--- src/rtl/axi_ram_arbiter.sv ---
// 2:1 AXI4 arbiter sharing one axi_ram slave port between masters s0 and s1.
// Optional build macro AXI_RAM_ARBITER_FIXED_PRIORITY_EN: s0 always wins simultaneous requests.
module axi_ram_arbiter #(
  parameter int unsigned DATA_WIDTH = 32,
  parameter int unsigned ADDR_WIDTH = 16,
  parameter int unsigned STRB_WIDTH = DATA_WIDTH / 8,
  parameter int unsigned ID_WIDTH   = 8
) (
  input  logic                  clk,
  input  logic                  rst,
  // master 0
  input  logic [ID_WIDTH-1:0]   s0_axi_awid,
  input  logic [ADDR_WIDTH-1:0] s0_axi_awaddr,
  input  logic [7:0]            s0_axi_awlen,
  input  logic [2:0]            s0_axi_awsize,
  input  logic [1:0]            s0_axi_awburst,
  input  logic                  s0_axi_awvalid,
  output logic                  s0_axi_awready,
  input  logic [DATA_WIDTH-1:0] s0_axi_wdata,
  input  logic [STRB_WIDTH-1:0] s0_axi_wstrb,
  input  logic                  s0_axi_wlast,
  input  logic                  s0_axi_wvalid,
  output logic                  s0_axi_wready,
  output logic [ID_WIDTH-1:0]   s0_axi_bid,
  output logic [1:0]            s0_axi_bresp,
  output logic                  s0_axi_bvalid,
  input  logic                  s0_axi_bready,
  input  logic [ID_WIDTH-1:0]   s0_axi_arid,
  input  logic [ADDR_WIDTH-1:0] s0_axi_araddr,
  input  logic [7:0]            s0_axi_arlen,
  input  logic [2:0]            s0_axi_arsize,
  input  logic [1:0]            s0_axi_arburst,
  input  logic                  s0_axi_arvalid,
  output logic                  s0_axi_arready,
  output logic [ID_WIDTH-1:0]   s0_axi_rid,
  output logic [DATA_WIDTH-1:0] s0_axi_rdata,
  output logic [1:0]            s0_axi_rresp,
  output logic                  s0_axi_rlast,
  output logic                  s0_axi_rvalid,
  input  logic                  s0_axi_rready,
  // master 1
  input  logic [ID_WIDTH-1:0]   s1_axi_awid,
  input  logic [ADDR_WIDTH-1:0] s1_axi_awaddr,
  input  logic [7:0]            s1_axi_awlen,
  input  logic [2:0]            s1_axi_awsize,
  input  logic [1:0]            s1_axi_awburst,
  input  logic                  s1_axi_awvalid,
  output logic                  s1_axi_awready,
  input  logic [DATA_WIDTH-1:0] s1_axi_wdata,
  input  logic [STRB_WIDTH-1:0] s1_axi_wstrb,
  input  logic                  s1_axi_wlast,
  input  logic                  s1_axi_wvalid,
  output logic                  s1_axi_wready,
  output logic [ID_WIDTH-1:0]   s1_axi_bid,
  output logic [1:0]            s1_axi_bresp,
  output logic                  s1_axi_bvalid,
  input  logic                  s1_axi_bready,
  input  logic [ID_WIDTH-1:0]   s1_axi_arid,
  input  logic [ADDR_WIDTH-1:0] s1_axi_araddr,
  input  logic [7:0]            s1_axi_arlen,
  input  logic [2:0]            s1_axi_arsize,
  input  logic [1:0]            s1_axi_arburst,
  input  logic                  s1_axi_arvalid,
  output logic                  s1_axi_arready,
  output logic [ID_WIDTH-1:0]   s1_axi_rid,
  output logic [DATA_WIDTH-1:0] s1_axi_rdata,
  output logic [1:0]            s1_axi_rresp,
  output logic                  s1_axi_rlast,
  output logic                  s1_axi_rvalid,
  input  logic                  s1_axi_rready,
  // shared port toward axi_ram
  output logic [ID_WIDTH-1:0]   m_axi_awid,
  output logic [ADDR_WIDTH-1:0] m_axi_awaddr,
  output logic [7:0]            m_axi_awlen,
  output logic [2:0]            m_axi_awsize,
  output logic [1:0]            m_axi_awburst,
  output logic                  m_axi_awvalid,
  input  logic                  m_axi_awready,
  output logic [DATA_WIDTH-1:0] m_axi_wdata,
  output logic [STRB_WIDTH-1:0] m_axi_wstrb,
  output logic                  m_axi_wlast,
  output logic                  m_axi_wvalid,
  input  logic                  m_axi_wready,
  input  logic [ID_WIDTH-1:0]   m_axi_bid,
  input  logic [1:0]            m_axi_bresp,
  input  logic                  m_axi_bvalid,
  output logic                  m_axi_bready,
  output logic [ID_WIDTH-1:0]   m_axi_arid,
  output logic [ADDR_WIDTH-1:0] m_axi_araddr,
  output logic [7:0]            m_axi_arlen,
  output logic [2:0]            m_axi_arsize,
  output logic [1:0]            m_axi_arburst,
  output logic                  m_axi_arvalid,
  input  logic                  m_axi_arready,
  input  logic [ID_WIDTH-1:0]   m_axi_rid,
  input  logic [DATA_WIDTH-1:0] m_axi_rdata,
  input  logic [1:0]            m_axi_rresp,
  input  logic                  m_axi_rlast,
  input  logic                  m_axi_rvalid,
  output logic                  m_axi_rready
);

`ifdef AXI_RAM_ARBITER_FIXED_PRIORITY_EN
  localparam bit FixedPrio = 1'b1;
`else
  localparam bit FixedPrio = 1'b0;
`endif

  typedef enum logic [1:0] {W_IDLE, W_ADDR, W_DATA, W_RESP} wstate_e;
  typedef enum logic [1:0] {R_IDLE, R_ADDR, R_DATA} rstate_e;

  wstate_e wstate_q, wstate_d;
  rstate_e rstate_q, rstate_d;
  logic    wgrant_q, wgrant_d, wprio_q, wprio_d;
  logic    rgrant_q, rgrant_d, rprio_q, rprio_d;

  // Grant index: the pointer only breaks ties; a lone requester always wins.
  function automatic logic pick(input logic v0, input logic v1, input logic prio);
    if (v0 && v1) return FixedPrio ? 1'b0 : prio;
    return v1;
  endfunction

  always_ff @(posedge clk) begin
    if (rst) begin
      wstate_q <= W_IDLE;
      rstate_q <= R_IDLE;
      wgrant_q <= 1'b0;
      rgrant_q <= 1'b0;
      wprio_q  <= 1'b0;
      rprio_q  <= 1'b0;
    end else begin
      wstate_q <= wstate_d;
      rstate_q <= rstate_d;
      wgrant_q <= wgrant_d;
      rgrant_q <= rgrant_d;
      wprio_q  <= wprio_d;
      rprio_q  <= rprio_d;
    end
  end

  always_comb begin
    wstate_d = wstate_q;
    wgrant_d = wgrant_q;
    wprio_d  = wprio_q;
    unique case (wstate_q)
      W_IDLE: if (s0_axi_awvalid || s1_axi_awvalid) begin
        wgrant_d = pick(s0_axi_awvalid, s1_axi_awvalid, wprio_q);
        wstate_d = W_ADDR;
      end
      W_ADDR: if (m_axi_awvalid && m_axi_awready) wstate_d = W_DATA;
      W_DATA: if (m_axi_wvalid && m_axi_wready && m_axi_wlast) wstate_d = W_RESP;
      W_RESP: if (m_axi_bvalid && m_axi_bready) begin
        wprio_d  = ~wgrant_q;
        wstate_d = W_IDLE;
      end
      default: wstate_d = W_IDLE;
    endcase
  end

  always_comb begin
    rstate_d = rstate_q;
    rgrant_d = rgrant_q;
    rprio_d  = rprio_q;
    unique case (rstate_q)
      R_IDLE: if (s0_axi_arvalid || s1_axi_arvalid) begin
        rgrant_d = pick(s0_axi_arvalid, s1_axi_arvalid, rprio_q);
        rstate_d = R_ADDR;
      end
      R_ADDR: if (m_axi_arvalid && m_axi_arready) rstate_d = R_DATA;
      R_DATA: if (m_axi_rvalid && m_axi_rready && m_axi_rlast) begin
        rprio_d  = ~rgrant_q;
        rstate_d = R_IDLE;
      end
      default: rstate_d = R_IDLE;
    endcase
  end

  logic aw_ph, w_ph, b_ph, ar_ph, r_ph;
  assign aw_ph = (wstate_q == W_ADDR);
  assign w_ph  = (wstate_q == W_DATA);
  assign b_ph  = (wstate_q == W_RESP);
  assign ar_ph = (rstate_q == R_ADDR);
  assign r_ph  = (rstate_q == R_DATA);

  // Write path: payload follows the grant, valids/readies gated by phase.
  assign m_axi_awid     = wgrant_q ? s1_axi_awid    : s0_axi_awid;
  assign m_axi_awaddr   = wgrant_q ? s1_axi_awaddr  : s0_axi_awaddr;
  assign m_axi_awlen    = wgrant_q ? s1_axi_awlen   : s0_axi_awlen;
  assign m_axi_awsize   = wgrant_q ? s1_axi_awsize  : s0_axi_awsize;
  assign m_axi_awburst  = wgrant_q ? s1_axi_awburst : s0_axi_awburst;
  assign m_axi_awvalid  = aw_ph && (wgrant_q ? s1_axi_awvalid : s0_axi_awvalid);
  assign s0_axi_awready = aw_ph && !wgrant_q && m_axi_awready;
  assign s1_axi_awready = aw_ph &&  wgrant_q && m_axi_awready;

  assign m_axi_wdata    = wgrant_q ? s1_axi_wdata : s0_axi_wdata;
  assign m_axi_wstrb    = wgrant_q ? s1_axi_wstrb : s0_axi_wstrb;
  assign m_axi_wlast    = wgrant_q ? s1_axi_wlast : s0_axi_wlast;
  assign m_axi_wvalid   = w_ph && (wgrant_q ? s1_axi_wvalid : s0_axi_wvalid);
  assign s0_axi_wready  = w_ph && !wgrant_q && m_axi_wready;
  assign s1_axi_wready  = w_ph &&  wgrant_q && m_axi_wready;

  assign s0_axi_bid     = m_axi_bid;
  assign s1_axi_bid     = m_axi_bid;
  assign s0_axi_bresp   = m_axi_bresp;
  assign s1_axi_bresp   = m_axi_bresp;
  assign s0_axi_bvalid  = b_ph && !wgrant_q && m_axi_bvalid;
  assign s1_axi_bvalid  = b_ph &&  wgrant_q && m_axi_bvalid;
  assign m_axi_bready   = b_ph && (wgrant_q ? s1_axi_bready : s0_axi_bready);

  // Read path
  assign m_axi_arid     = rgrant_q ? s1_axi_arid    : s0_axi_arid;
  assign m_axi_araddr   = rgrant_q ? s1_axi_araddr  : s0_axi_araddr;
  assign m_axi_arlen    = rgrant_q ? s1_axi_arlen   : s0_axi_arlen;
  assign m_axi_arsize   = rgrant_q ? s1_axi_arsize  : s0_axi_arsize;
  assign m_axi_arburst  = rgrant_q ? s1_axi_arburst : s0_axi_arburst;
  assign m_axi_arvalid  = ar_ph && (rgrant_q ? s1_axi_arvalid : s0_axi_arvalid);
  assign s0_axi_arready = ar_ph && !rgrant_q && m_axi_arready;
  assign s1_axi_arready = ar_ph &&  rgrant_q && m_axi_arready;

  assign s0_axi_rid     = m_axi_rid;
  assign s1_axi_rid     = m_axi_rid;
  assign s0_axi_rdata   = m_axi_rdata;
  assign s1_axi_rdata   = m_axi_rdata;
  assign s0_axi_rresp   = m_axi_rresp;
  assign s1_axi_rresp   = m_axi_rresp;
  assign s0_axi_rlast   = m_axi_rlast;
  assign s1_axi_rlast   = m_axi_rlast;
  assign s0_axi_rvalid  = r_ph && !rgrant_q && m_axi_rvalid;
  assign s1_axi_rvalid  = r_ph &&  rgrant_q && m_axi_rvalid;
  assign m_axi_rready   = r_ph && (rgrant_q ? s1_axi_rready : s0_axi_rready);

endmodule

--- config.mk ---
export PLATFORM = sky130hd
export DESIGN_NAME = axi_ram_arbiter
export DESIGN_NICKNAME = d
export VERILOG_FILES = /design/src/rtl/axi_ram_arbiter.sv
export SDC_FILE = /design/constraint.sdc
export NUM_CORES = 1
export LEC_CHECK = 0
export BUFFER_PORTS_ARGS = -buffer_cell sky130_fd_sc_hd__buf_2
export CAP_MARGIN = 20
export CORE_AREA = 2 2 201 203
export DETAILED_ROUTE_END_ITERATION = 8
export DIE_AREA = 0 0 203 205
export GPL_TIMING_DRIVEN = 0
export SETUP_SLACK_MARGIN = 0.05
export SYNTH_ARGS = -nofsm -noshare
export SYNTH_HDL_FRONTEND = slang
export SYNTH_SLANG_ARGS = --single-unit
--- constraint.sdc ---
create_clock -name clk -period 2.14 [get_ports clk]
set_clock_uncertainty 0.2 [all_clocks]
set_input_delay 0.107 -clock clk [delete_from_list [all_inputs] [get_ports clk]]
set_output_delay 0.107 -clock clk [all_outputs]
set_load 0.03 [all_outputs]
==> results.md, run 1 <==
* Worst-Margin Slew at ~470 ps
* P_leak at between 3 and 4 nW
* R2r startpoint: wstate_q[0]
* Placed Cells at ~1300
* Pin count of the biggest net entering global routing at 11
* Largest stage delay, worst path at ~370 ps
* Max-slew violations at 0
* Setup crit end kind: output port
* Hold endpoint: wgrant_q
* Share of layout cells above drive strength 1 at 0.894
* Synth Flop Type: dfxtp_1
* Worst r2r dst: wstate_q[0]
* Endpoints failing hold at 0
* R2r setup slk at approximately 530 ps
* Post CTS Setup Buffer Count at 0
* Initial cell density of the core at 0.0697
* CTS clk-pin slew, worst paths at roughly 40 ps
* # H-tree levels at 1
* Ports at around 520
* Syn Std Cell Area at around 2700 sq um
* Worst reg-to-reg path cell count at 5
* Final RePlAce weighted congestion at around 0.82
* Syn avg cell area at approximately 8.7 sq um
* Cell Pwr Density at between 400 and 500 nW/um^2
* Post-route minimum period at slightly below 2000 ps
* Run status: finished, final reports clean
* Die ar. at approximately 42000 sq um
* Peak supply drop at between 0.0002 and 0.0003 V
* Hold wc startpoint: s1_axi_awvalid
* IO buf count at 470
* Area Overhead vs Synth at 114%
* # setup viols final at 0
* Row cnt at between 70 and 80
* CTS buffer count at 3
* Maxcap violations at 0
* Nets at 1088
* Final period utilization at 0.924
* Setup TNS at 0 ps
* Critical Path RT at 1830 ps
* Finished Layout Cells at 1317
* Setup crit start kind: register
* Crit-path max FO at 10
* Synth warnings at 0
* Worst slack at placement at between 60 and 70 ps
* Count leader, synth: mux2_2
* Tot Pwr at around 2.9 mW
* Post-synth cell types at 26
* Worst-skew pair later-pin latency at approximately 230 ps
* HPWL after DPL at around 16 mm
* Post-route ant nets at 0
* 1st-iter DRT viols at 85
* Root Buffer: clkbuf_16
* First-pass GRT wire length at roughly 21 mm
* Leading area contributor after synthesis: mux2_2
* Routed WL at ~17 mm
* Clock Tree Buf Depth at 2
* WL per Instance at ~13 um
* Die height at 205 um
* FMAX at 506 MHz
* Net count after synthesis at between 600 and 700
* GRT Total Usage at 0.0688
* CTS tree: built
* Post-synth top cells: mux2_2 (110), buf_4 (109), nor2_1 (16)
* Die Width at around 200 um
* Gr ovfl total at 0
* RSZ-0062 raised after global routing: false
* Initial antenna violation count at 9
* Max-Slew Margin vs Limit at 0.684
* Stages on worst setup path at 5
* Seq cells post-synth at 8
* Sequential fraction of the synthesis area at 0.0584
* Vias at about 4000
* Core area at about 39000 sq um
* Synth Instances at around 320
* Top cell family by delay on the critical path: buffers and inverters
* Iteration count of the initial detailed-routing pass at 4
* Setup WS post-layout at about 160 ps
* Crit-path slowest cell: dfxtp_2
* Vias/cell at ~3.0
* Critical path cell sequence: buf_12 > buf_8 > buf_4 > mux2_2 > buf_2
* Clock sinks at 8
* Post-synth top area share at 0.451
* Vias in the first global route at about 3600
* Synth area leaders: mux2_2 (45%), buf_4 (30%), dfxtp_1 (5.8%)
* Worst EP arrival at between 1500 and 2000 ps
* Hold depth at 3
* DRC violations left at 0
* EDFF count, synth at 0
* Worst setup path startpoint: wgrant_q
* CP Class: reg2out
* Critical path buffer and inverter count at 4
* Ys async rst share at 0
* Hold/Removal Path Class: in2reg
## report_power, final
part / switching, mW / internal [mW]
Sequential: 0.0310 / 0.180
Combinational: 1.40 / 0.952
Clock: 0.0772 / 0.241
## placed cells by master (no fill, tap or decap), types with 2 or more instances in the layout
| master | instances |
|---|---|
| buf_2 | 481 |
| mux2_2 | 110 |
| buf_4 | 107 |
| nor2_1 | 16 |
| inv_1 | 9 |
| mux2i_1 | 9 |
| nand2_1 | 7 |
| dfxtp_1 | 7 |
| nor2b_1 | 6 |
| nand2b_1 | 5 |
| ha_1 | 5 |
| nor3_1 | 4 |
| diode_2 | 3 |
| clkbuf_16 | 3 |
| a21oi_1 | 2 |
| a32oi_1 | 2 |
## metal layers
metal,GRT usage,wire [um],up-vias
met2,0.140,9120,308
met5,0,50,-
met3,0.0245,1920,20
li1,-,-,1923
met1,0.0666,5410,1737
met4,0.0115,225,8
## area by class of cell
type | instances | area, sq um
Buffer | 121 | 897
Timing Repair Buffer | 471 | 2360
Clock buffer | 3 | 75.1
Tap cell | 525 | 657
Fill cell | 4488 | 33500
Antenna cell | 3 | 7.51
Multi-Input combinational cell | 177 | 1670
Inverter | 9 | 33.8
Sequential cell | 8 | 161
## flip-flops by register name (all words and copies together) (netlist names)
name	count
rgrant_q	1
rstate_q	2
wstate_q	2
wgrant_q	1
wprio_q	1
rprio_q	1
## worst reg2reg max path: cells and delay by family (launching register included)
kind | cells | cell delay [ps]
flip-flops | 1 | 380
multiplexers | 1 | 190
adder cells (fa/ha/maj) | 1 | 240
AO/OA/AOI/OAI | 2 | 420
buffers and inverters | 1 | 100
## what timing repair did
| action | 4_1_cts | 5_1_grt |
|---|---|---|
| gates resized for setup | 6 | 0 |
| hold buffers | 1 | 0 |
| endpoints found under the setup margin | 30 | 0 |
| hold endpoints to repair | 1 | 0 |
## per-stage QoR
stage	util	cell area, sq um	hold WS (ps)
detailed placement	0.146	5750	211
CTS	0.149	5860	3.33
global placement	0.146	5750	212
global route	0.149	5860	14.9
floorplan	-	2740	72.4
finish	0.149	5870	17.7
## worst max path at each step
| stage | endpoint |
|---|---|
| floorplan | s1_axi_arready |
| global placement | m_axi_wstrb[1] |
| detailed placement | m_axi_wstrb[1] |
| CTS | m_axi_wstrb[1] |
| global route | m_axi_wstrb[1] |
| finish | m_axi_wstrb[1] |
## cell families (layout without fill, tap and decap cells)
kind of cell / Yosys count / count (layout) / synth area share
muxes: 119 / 119 / 0.484
and+or+nand+nor: 42 / 42 / 0.0739
AOI/OAI and AO/OA: 11 / 11 / 0.0287
adders and majority gates: 5 / 5 / 0.0228
buffers and inverters: 130 / 604 / 0.332
other: 0 / 3 / 0
DFF: 8 / 8 / 0.0584
(Power assumes the default switching activity.)
==> run 2: changes to the inputs <==
==> constraint.sdc (replaced) <==
create_clock -name clk -period 2.14 [get_ports clk]
set_clock_uncertainty 0.2 [all_clocks]
set_input_delay 0.428 -clock clk [delete_from_list [all_inputs] [get_ports clk]]
set_output_delay 0.428 -clock clk [all_outputs]
set_load 0.03 [all_outputs]
==> run 2 against run 1 <==
Against the previous run: setup slack worse by 130 ps; power up 6.0%; critical path type unchanged; non-clock buffer count up 5; core utilization up 0.68 points; global-route usage up 0.088 points; cell count up 0.30%; design area up 4.5%; routed wire length up 1.1%.
==> results.md, run 2 (synthesized netlist as in run 1, its figures left out) <==
* Run status: finished, final reports clean
* Maxcap violations at 0 (unchanged)
* Vias/cell at 3.05 (+0.62%)
* Die ar. at 41600 sq um (unchanged)
* Finished Core Util at 0.156 (+0.00677)
* Die height at 205 um (unchanged)
* Peak supply drop at 0.000282 V (-0.15%)
* Setup crit start kind: register
* Setup crit end kind: output port
* Nets at 1093 (+0.46%)
* Pin count of the biggest net entering global routing at 11 (unchanged)
* First-pass GRT wire length at 21.5 mm (+1.8%)
* Worst slack at placement at -252 ps (-321 ps)
* Cell Pwr Density at 498 nW/um^2 (+1.4%)
* Iteration count of the initial detailed-routing pass at 4 (unchanged)
* # H-tree levels at 1 (unchanged)
* Largest registers: rstate_q: 2 flops, wstate_q: 2 flops
* IO buf count at 470 (unchanged)
* Crit-path max FO at 10 (unchanged)
* Final period utilization at 0.985 (+0.0616)
* Fill count at 4469 (-0.42%)
* Worst reg-to-reg path cell count at 5 (unchanged)
* FMAX at 474 MHz (-6.3%)
* Final RePlAce weighted congestion at 0.822 (unchanged)
* Max-slew violations at 0 (unchanged)
* Vias in the first global route at 3713 (+2.7%)
* Clock sinks at 8 (unchanged)
* Vias at 4033 (+0.93%)
* Area Overhead vs Synth at 124%
* Post-route ant nets at 0 (unchanged)
* Top cell family by delay on the critical path: buffers and inverters
* Initial cell density of the core at 0.0697 (unchanged)
* Worst-skew pair later-pin latency at 230 ps (about the same)
* Ports at 524 (unchanged)
* GRT Total Usage at 0.0697 (+0.000879)
* CP Class: reg2out
* Hold endpoint: rprio_q
* Die Width at 203 um (unchanged)
* Core area at 39400 sq um (unchanged)
* Share of layout cells above drive strength 1 at 0.902 (+0.00823)
* RSZ-0062 raised after global routing: true
* Setup WS post-layout at 31.6 ps (-132 ps)
* Initial antenna violation count at 8 (-1)
* Routed WL at 16.9 mm (+1.1%)
* Row cnt at 73 (unchanged)
* R2r startpoint: wgrant_q
* Gr ovfl total at 0 (unchanged)
* Hold WS at 290 ps (+272 ps)
* Endpoints failing hold at 0 (unchanged)
* Most frequent cells in the layout: buf_2 (454), buf_4 (116), mux2_2 (101)
* CTS tree: built
* Post-route minimum period at 2110 ps (+132 ps)
* Worst-Margin Slew at 479 ps (+4.60 ps)
* CTS clk-pin slew, worst paths at 40 ps (about the same)
* HPWL after DPL at 15.6 mm (unchanged)
* WL per Instance at 12.8 um (+0.82%)
* Critical path buffer and inverter count at 3 (-1)
* Max-Slew Margin vs Limit at 0.681 (-0.00307)
* Hold depth at 2 (-1)
* Hold/Removal Path Class: reg2reg
* 1st-iter DRT viols at 88 (+3.5%)
* Clock Tree Buf Depth at 2 (unchanged)
* P_leak at 3.27 nW (+3.0%)
* Tot Pwr at 3.05 mW (+6.0%)
* Root Buffer: clkbuf_16
* DRC violations left at 0 (unchanged)
* CTS buffer count at 3 (unchanged)
* Critical Path RT at 1510 ps (-320 ps)
* Hold wc startpoint: rprio_q
* Largest stage delay, worst path at 370 ps (about the same)
* Worst r2r dst: wstate_q[0]
* Crit-path slowest cell: mux2_2
* Critical path cell sequence: buf_12 > buf_4 > mux2_2 > buf_2
* Worst EP arrival at 1480 ps (-190 ps)
* Commonest non-fill, non-tap cell in the layout: buf_2
* # setup viols final at 0 (unchanged)
* R2r setup slk at 450 ps (-80 ps)
[run 2: cell count changes in the layout (fill, tap and decap cells not counted), moves of 2 or more]
cell,delta
buf_12,+2
buf_2,-27
buf_4,+9
buf_6,+22
mux2_2,-9
mux2_4,+9
nor2_1,-3
nor2_4,+2
[run 2: worst max-delay path by stage]
stage                        start  depth (start not counted)         endpoint
after CTS                 wgrant_q                          4  m_axi_awaddr[5]
after detailed placement  wgrant_q                          5   m_axi_wstrb[1]
after global routing      wgrant_q                          4  m_axi_awaddr[5]
after global placement    wgrant_q                          5   m_axi_wstrb[1]
after floorplan           rgrant_q                          4   s1_axi_arready
final                     wgrant_q                          4  m_axi_awaddr[4]
[run 2: final cells by class]
type	count	area [sq um]	share of cell area
inverters	9	33.8	0.00551
clock buffers	3	75.1	0.0122
multi-input cells	177	1730	0.282
flip-flops and latches	8	164	0.0267
well taps	525	657	0.107
plain buffers	121	980	0.160
diodes	2	5.00	0.000816
repair buffers	476	2490	0.406
[run 2: worst reg2reg max path: cells and delay by family (launching register included)]
kind / cells / cell delay (ps)
compound gates: 2 / 630
flops: 1 / 340
buf+inv: 1 / 140
mux: 2 / 320
[run 2: stage by stage]
stage	TNS, ps	instances	cell area, sq um
6_report	0	1321	6130
5_1_grt	-191	1321	6130
4_1_cts	0	1319	6080
3_5_place_dp	-2620	1310	5750
3_3_place_gp	-2320	1310	5750
2_1_floorplan	0	315	2740
[run 2: metal layers]
metal  global-route usage  vias up  part of all wire
li1                     -     1934                 -
met1               0.0693     1766              0.33
met2                0.141      305              0.54
met3               0.0229       20              0.11
met4               0.0115        8             0.014
met5                    0        -            0.0030
[run 2: what timing repair did]
| item | in CTS | in global routing |
|---|---|---|
| resized for setup | 64 | 16 |
| hold buffers | 0 | 0 |
| endpoints found under the setup margin | 114 | 91 |
| buffers inserted | 6 | 0 |
| hold endpoints to repair | 0 | 0 |
[run 2: power by group]
group | internal [mW] | switching [mW] | total [mW]
Sequential | 0.181 | 0.0293 | 0.210
Clock | 0.241 | 0.0772 | 0.319
Combinational | 1.08 | 1.44 | 2.52
Total | 1.51 | 1.55 | 3.05
